### src/rtl/serial_sub_if.sv
// serial_sub_if: request/result bundle for the bit-serial subtractor.
// The ovf signal exists only when SERIAL_SUB_OVF_EN is defined.
interface serial_sub_if #(parameter int WIDTH = 8);
  logic             start;
  logic [WIDTH-1:0] a;
  logic [WIDTH-1:0] b;
  logic             busy;
  logic             done;
  logic [WIDTH-1:0] diff;
  logic             bout;
`ifdef SERIAL_SUB_OVF_EN
  logic             ovf;

  modport master (output start, a, b, input busy, done, diff, bout, ovf);
  modport slave  (input start, a, b, output busy, done, diff, bout, ovf);
`else
  modport master (output start, a, b, input busy, done, diff, bout);
  modport slave  (input start, a, b, output busy, done, diff, bout);
`endif
endinterface

### src/rtl/serial_sub.sv
// serial_sub: bit-serial a - b, LSB first, one bit per clock.
// Latency: done appears WIDTH+1 cycles after the accepting edge, one
// result every WIDTH+2 cycles when start is held high.
// Optional macro SERIAL_SUB_OVF_EN adds a registered signed-overflow flag.
module serial_sub #(
  parameter int WIDTH = 8
) (
  input  logic         clk,
  input  logic         rst,
  serial_sub_if.slave  bus
);

  localparam int CW = (WIDTH > 2) ? $clog2(WIDTH) : 1;

  typedef enum logic [1:0] {IDLE, SHIFT, DONE} state_e;

  state_e           state_q, state_d;
  logic [WIDTH-1:0] a_q, b_q, res_q, diff_q;
  logic [CW-1:0]    cnt_q;
  logic             br_q, bout_q;
`ifdef SERIAL_SUB_OVF_EN
  logic             ovf_q;
`endif

  // One full-subtractor slice on the current operand LSBs
  logic             a0, b0, d_bit, br_nx, last;
  logic [WIDTH-1:0] res_d;

  assign a0    = a_q[0];
  assign b0    = b_q[0];
  assign d_bit = a0 ^ b0 ^ br_q;
  assign br_nx = (~a0 & b0) | (~(a0 ^ b0) & br_q);
  assign last  = (cnt_q == CW'(WIDTH - 1));
  assign res_d = {d_bit, res_q[WIDTH-1:1]};

  // State register
  always_ff @(posedge clk) begin
    if (rst) state_q <= IDLE;
    else     state_q <= state_d;
  end

  // Next-state logic; start is only looked at in IDLE
  always_comb begin
    state_d = state_q;
    case (state_q)
      IDLE:    if (bus.start) state_d = SHIFT;
      SHIFT:   if (last)      state_d = DONE;
      DONE:                   state_d = IDLE;
      default:                state_d = IDLE;
    endcase
  end

  // Status outputs decoded from state
  always_comb begin
    bus.busy = (state_q != IDLE);
    bus.done = (state_q == DONE);
  end

  // Operand capture, serial datapath and result registers
  always_ff @(posedge clk) begin
    if (rst) begin
      a_q    <= '0;
      b_q    <= '0;
      res_q  <= '0;
      cnt_q  <= '0;
      br_q   <= 1'b0;
      diff_q <= '0;
      bout_q <= 1'b0;
`ifdef SERIAL_SUB_OVF_EN
      ovf_q  <= 1'b0;
`endif
    end else begin
      case (state_q)
        IDLE: if (bus.start) begin
          a_q   <= bus.a;
          b_q   <= bus.b;
          br_q  <= 1'b0;
          cnt_q <= '0;
        end
        SHIFT: begin
          res_q <= res_d;
          a_q   <= a_q >> 1;
          b_q   <= b_q >> 1;
          br_q  <= br_nx;
          cnt_q <= cnt_q + CW'(1);
          // Publish only the completed word; partial bits stay internal
          if (last) begin
            diff_q <= res_d;
            bout_q <= br_nx;
`ifdef SERIAL_SUB_OVF_EN
            // On the last step a0/b0 are the original sign bits
            ovf_q  <= (a0 != b0) && (d_bit != a0);
`endif
          end
        end
        default: ;
      endcase
    end
  end

  assign bus.diff = diff_q;
  assign bus.bout = bout_q;
`ifdef SERIAL_SUB_OVF_EN
  assign bus.ovf  = ovf_q;
`endif

endmodule

### src/flat_wrapper.sv
// flat-port wrapper written by rule: the top's interface ports become plain ports
module serial_sub_flat 
#(
  parameter int WIDTH = 8
)
  (clk, rst, bus_start, bus_a, bus_b, bus_busy, bus_done, bus_diff, bus_bout);
  serial_sub_if #(.WIDTH(WIDTH)) bus_i ();
  input  logic clk;
  input  logic rst;
  input wire logic [$bits(bus_i.start)-1:0] bus_start;
  input wire logic [$bits(bus_i.a)-1:0] bus_a;
  input wire logic [$bits(bus_i.b)-1:0] bus_b;
  output wire logic [$bits(bus_i.busy)-1:0] bus_busy;
  output wire logic [$bits(bus_i.done)-1:0] bus_done;
  output wire logic [$bits(bus_i.diff)-1:0] bus_diff;
  output wire logic [$bits(bus_i.bout)-1:0] bus_bout;
  assign bus_i.start = bus_start;
  assign bus_i.a = bus_a;
  assign bus_i.b = bus_b;
  assign bus_busy = bus_i.busy;
  assign bus_done = bus_i.done;
  assign bus_diff = bus_i.diff;
  assign bus_bout = bus_i.bout;
  serial_sub #(.WIDTH(WIDTH)) u_core (.clk(clk), .rst(rst), .bus(bus_i));
endmodule
### config.mk
export PLATFORM = sky130hd
export DESIGN_NAME = serial_sub_flat
export DESIGN_NICKNAME = d
export VERILOG_FILES = /design/src/rtl/serial_sub_if.sv /design/src/rtl/serial_sub.sv /design/src/flat_wrapper.sv
export SDC_FILE = /design/constraint.sdc
export NUM_CORES = 1
export LEC_CHECK = 0
export ABC_CLOCK_PERIOD_IN_PS = 1490
export CORE_MARGIN = 1.5
export CORE_UTILIZATION = 50
export DETAILED_ROUTE_END_ITERATION = 8
export PLACE_DENSITY = 0.77
export SYNTH_ARGS = -nofsm -noshare
export SYNTH_HDL_FRONTEND = slang
export SYNTH_SLANG_ARGS = --single-unit
### constraint.sdc
create_clock -name clk -period 1.49 [get_ports clk]
set_input_delay 0.149 -clock clk [delete_from_list [all_inputs] [get_ports clk]]
set_output_delay 0.149 -clock clk [all_outputs]
set_load 0.02 [all_outputs]
==> reports/qor.yml <==
r2r_setup_slack_ns: 0.16
drive_gt1_share_pct: 16.5
p_clk_share_pct: 33.6
post_cts_buffers: 0
crit_cells: 1
crit_path_top_delay_cell: "clkdlybuf4s50_1"
antenna_found_initial: 0
fillCellCount: 249
grt_pass1_vias: 1260
ys_ff_latch: 38
powerDensity_mw_per_mm2: 1030
final_antenna_net_count: 0
via_count: 1305
die_area_sq_mm: 0.00345
cts_tree: "done"
wl_mm: 3.09
remaining_drc_errors: 0
cts_resized: 5
worstPathMaxFanout: 2
drt-initial-drc-count: 43
p_switching_uw: 493
cts_buffers: 5
ctsHoldBuffers: 0
hp-start: "bus_b[7]"
synth_area_sq_mm: 0.00155
clock_latency_ns: 0.35
initial_utilization_pct: 51.7
totalPowerFinal_mw: 2.03
crit_type: "flop to output pin"
dp_hpwl_mm: 2.21
synth_cell_type_count: 26
synth_top_area_share_pct: 49.0
yosys_warnings: 0
worst_r2r_endpoint: "u_core.bus.diff[3]"
seqPwrFrac_pct: 54.0
area_growth_pct: 27.3
synth-edff-count: 0
clkSinkCount: 38
route.detailed.wl_per_inst_um: 12.9
hp-class: "input port to flop"
grt_start_max_net_pins: 25
final-hold-violation-count: 0
p_leak_nw: 0.798
timing.final.crit_share_pct: 97.1
port_buffers: 29
whs_endpoint: "u_core.b_q[7]"
end_kind: "output pin"
core-area_sq_mm: 0.00300
start_kind: "flop"
grt.total_usage_pct: 20.8
seq_area_frac_synth_pct: 49.0
max_freq_ghz: 0.691
place_congestion: 0.773
final_common_cell: "dfxtp_1"
clk_pin_slew_ns: 0.12
utilization_pct: 65.8
yosysTopAreaCell: "dfxtp_1"
htreeDepth: 2
holdPathStages: 3
cp.buffers_inverters: 1
synth_area_per_cell_sq_um: 9.02
fin_skew_ns: 0.0104
mostFrequentLayoutCells: "36 x dfxtp_1, 32 x nor2_1, 23 x clkdlybuf4s50_1"
worst_slew_pin_slew_ns: 0.375
fp.dieW_um: 58.7
multi_input_area_sq_um: 706
die_y_um: 58.7
ioPinCount: 30
switching_share_pct: 24.3
r2r_start: "u_core.cnt_q[0]"
path_cells: "clkdlybuf4s50_1"
peakVddDrop_mv: 0.723
critPathRequiredTime_ns: 1.34
via_per_inst: 5.46
rsz0062_at_grt: "false"
grt-ovfl-total: 0
finalCriticalPeriod_ns: 1.45
firstDrtPassIters: 4
diodes: 0
rows: 20
synth-async-reset-ratio_pct: 0
arrival_ns: 1.30
final-seq-area_sq_um: 763
maxSlewViolCount: 0
critPathMaxStageDelay_ns: 0.60
nets: 227
synth_ff_type: "dfxtp_1"
cts-root-buf: "clkbuf_4"
timing.max_cap.violations: 0
setup_viol: 0
relSlewSlack_pct: 74.9
r2r.worst_path.cells: 5
status: "completed"
grt_pass1_wl_mm: 5.39
postPlaceCellArea_sq_mm: 0.00189
crit_family: "buffers and inverters"
synth_fp_nets: 194
clockBufferDepth: 2
synthTopCellsByArea: "dfxtp_1 49%, o221ai_2 9.7%, nor2_1 7.7%, a21oi_1 6.1%, nand2_1 5.3%"
p_int_mw: 1.54
final_cell_area_sq_mm: 0.00198
synth_cells: 172
p_comb_share_pct: 12.4
-- cell type report --
cell class | instances | area share [%]
Inverter | 3 | 0.570
Tap cell | 33 | 2.09
Sequential cell | 38 | 38.6
Clock inverter | 3 | 2.03
Multi-Input combinational cell | 117 | 35.7
Timing Repair Buffer | 40 | 19.1
Clock buffer | 5 | 1.90
-- through the flow --
step                      std cells  hold slack, ns  worst slack [ns]  setup TNS (ns)
final                           239           0.410            0.0434               0
after global routing            239           0.414         0.0000258               0
after CTS                       239           0.409            0.0130               0
after detailed placement        231           0.447           -0.0736          -0.635
after global placement          231           0.442           -0.0421          -0.317
after floorplan                 172           0.309             0.241               0
-- power groups by stage --
stage	combinational, mW	clock, mW	sequential (mW)
2_1_floorplan	0.161	0	1.11
3_3_place_gp	0.244	0	1.12
3_5_place_dp	0.253	0	1.12
4_1_cts	0.253	0.695	1.10
5_1_grt	0.281	0.733	1.10
6_report	0.251	0.682	1.10
-- Yosys cell counts, types with 2 or more instances --
cell type / instances
inv_1: 3
a211oi_1: 2
ha_1: 2
nand2_1: 22
dfxtp_1: 38
a21oi_1: 19
o21ai_0: 2
o221ai_1: 4
buf_2: 8
clkbuf_1: 4
nor2_1: 32
nor2b_1: 3
o221ai_2: 10
a22oi_1: 2
nand3b_1: 3
nand3_1: 8
-- cells by family (layout without fill, tap and decap cells) --
family | after synthesis | after routing | share of synthesized area (%)
flops | 38 | 38 | 49.0
compound gates | 43 | 43 | 22.9
fa+ha+maj | 3 | 3 | 2.90
simple gates | 71 | 71 | 19.7
buf+inv | 17 | 51 | 5.48
-- worst max-delay path by stage --
stage / endpoint / slack [ns] / from
3_5_place_dp: u_core.b_q[3] / -0.07 / bus_start
2_1_floorplan: u_core.a_q[3] / 0.24 / u_core.state_q[0]
3_3_place_gp: u_core.b_q[2] / -0.04 / bus_start
5_1_grt: bus_diff[1] / 0.00003 / u_core.bus.diff[1]
6_report: bus_diff[2] / 0.04 / u_core.bus.diff[2]
4_1_cts: bus_diff[6] / 0.01 / u_core.bus.diff[6]
-- registers in the layout, summed over array words and instances, names as in the netlist --
register,flops
u_core.a_q,8
u_core.res_q,7
u_core.state_q,2
u_core.br_q,1
u_core.cnt_q,3
u_core.bus.diff,8
u_core.b_q,8
u_core.bus.bout,1
-- metal layers --
layer | up-vias | global-route usage [%] | share of wire, %
met5 | - | 0 | 0
met4 | 0 | 9.09 | 1.6
met3 | 6 | 6.15 | 4.6
met2 | 30 | 35.5 | 51
met1 | 608 | 24.2 | 43
li1 | 661 | - | -
Note: power is estimated with default switching activity, not from simulation.
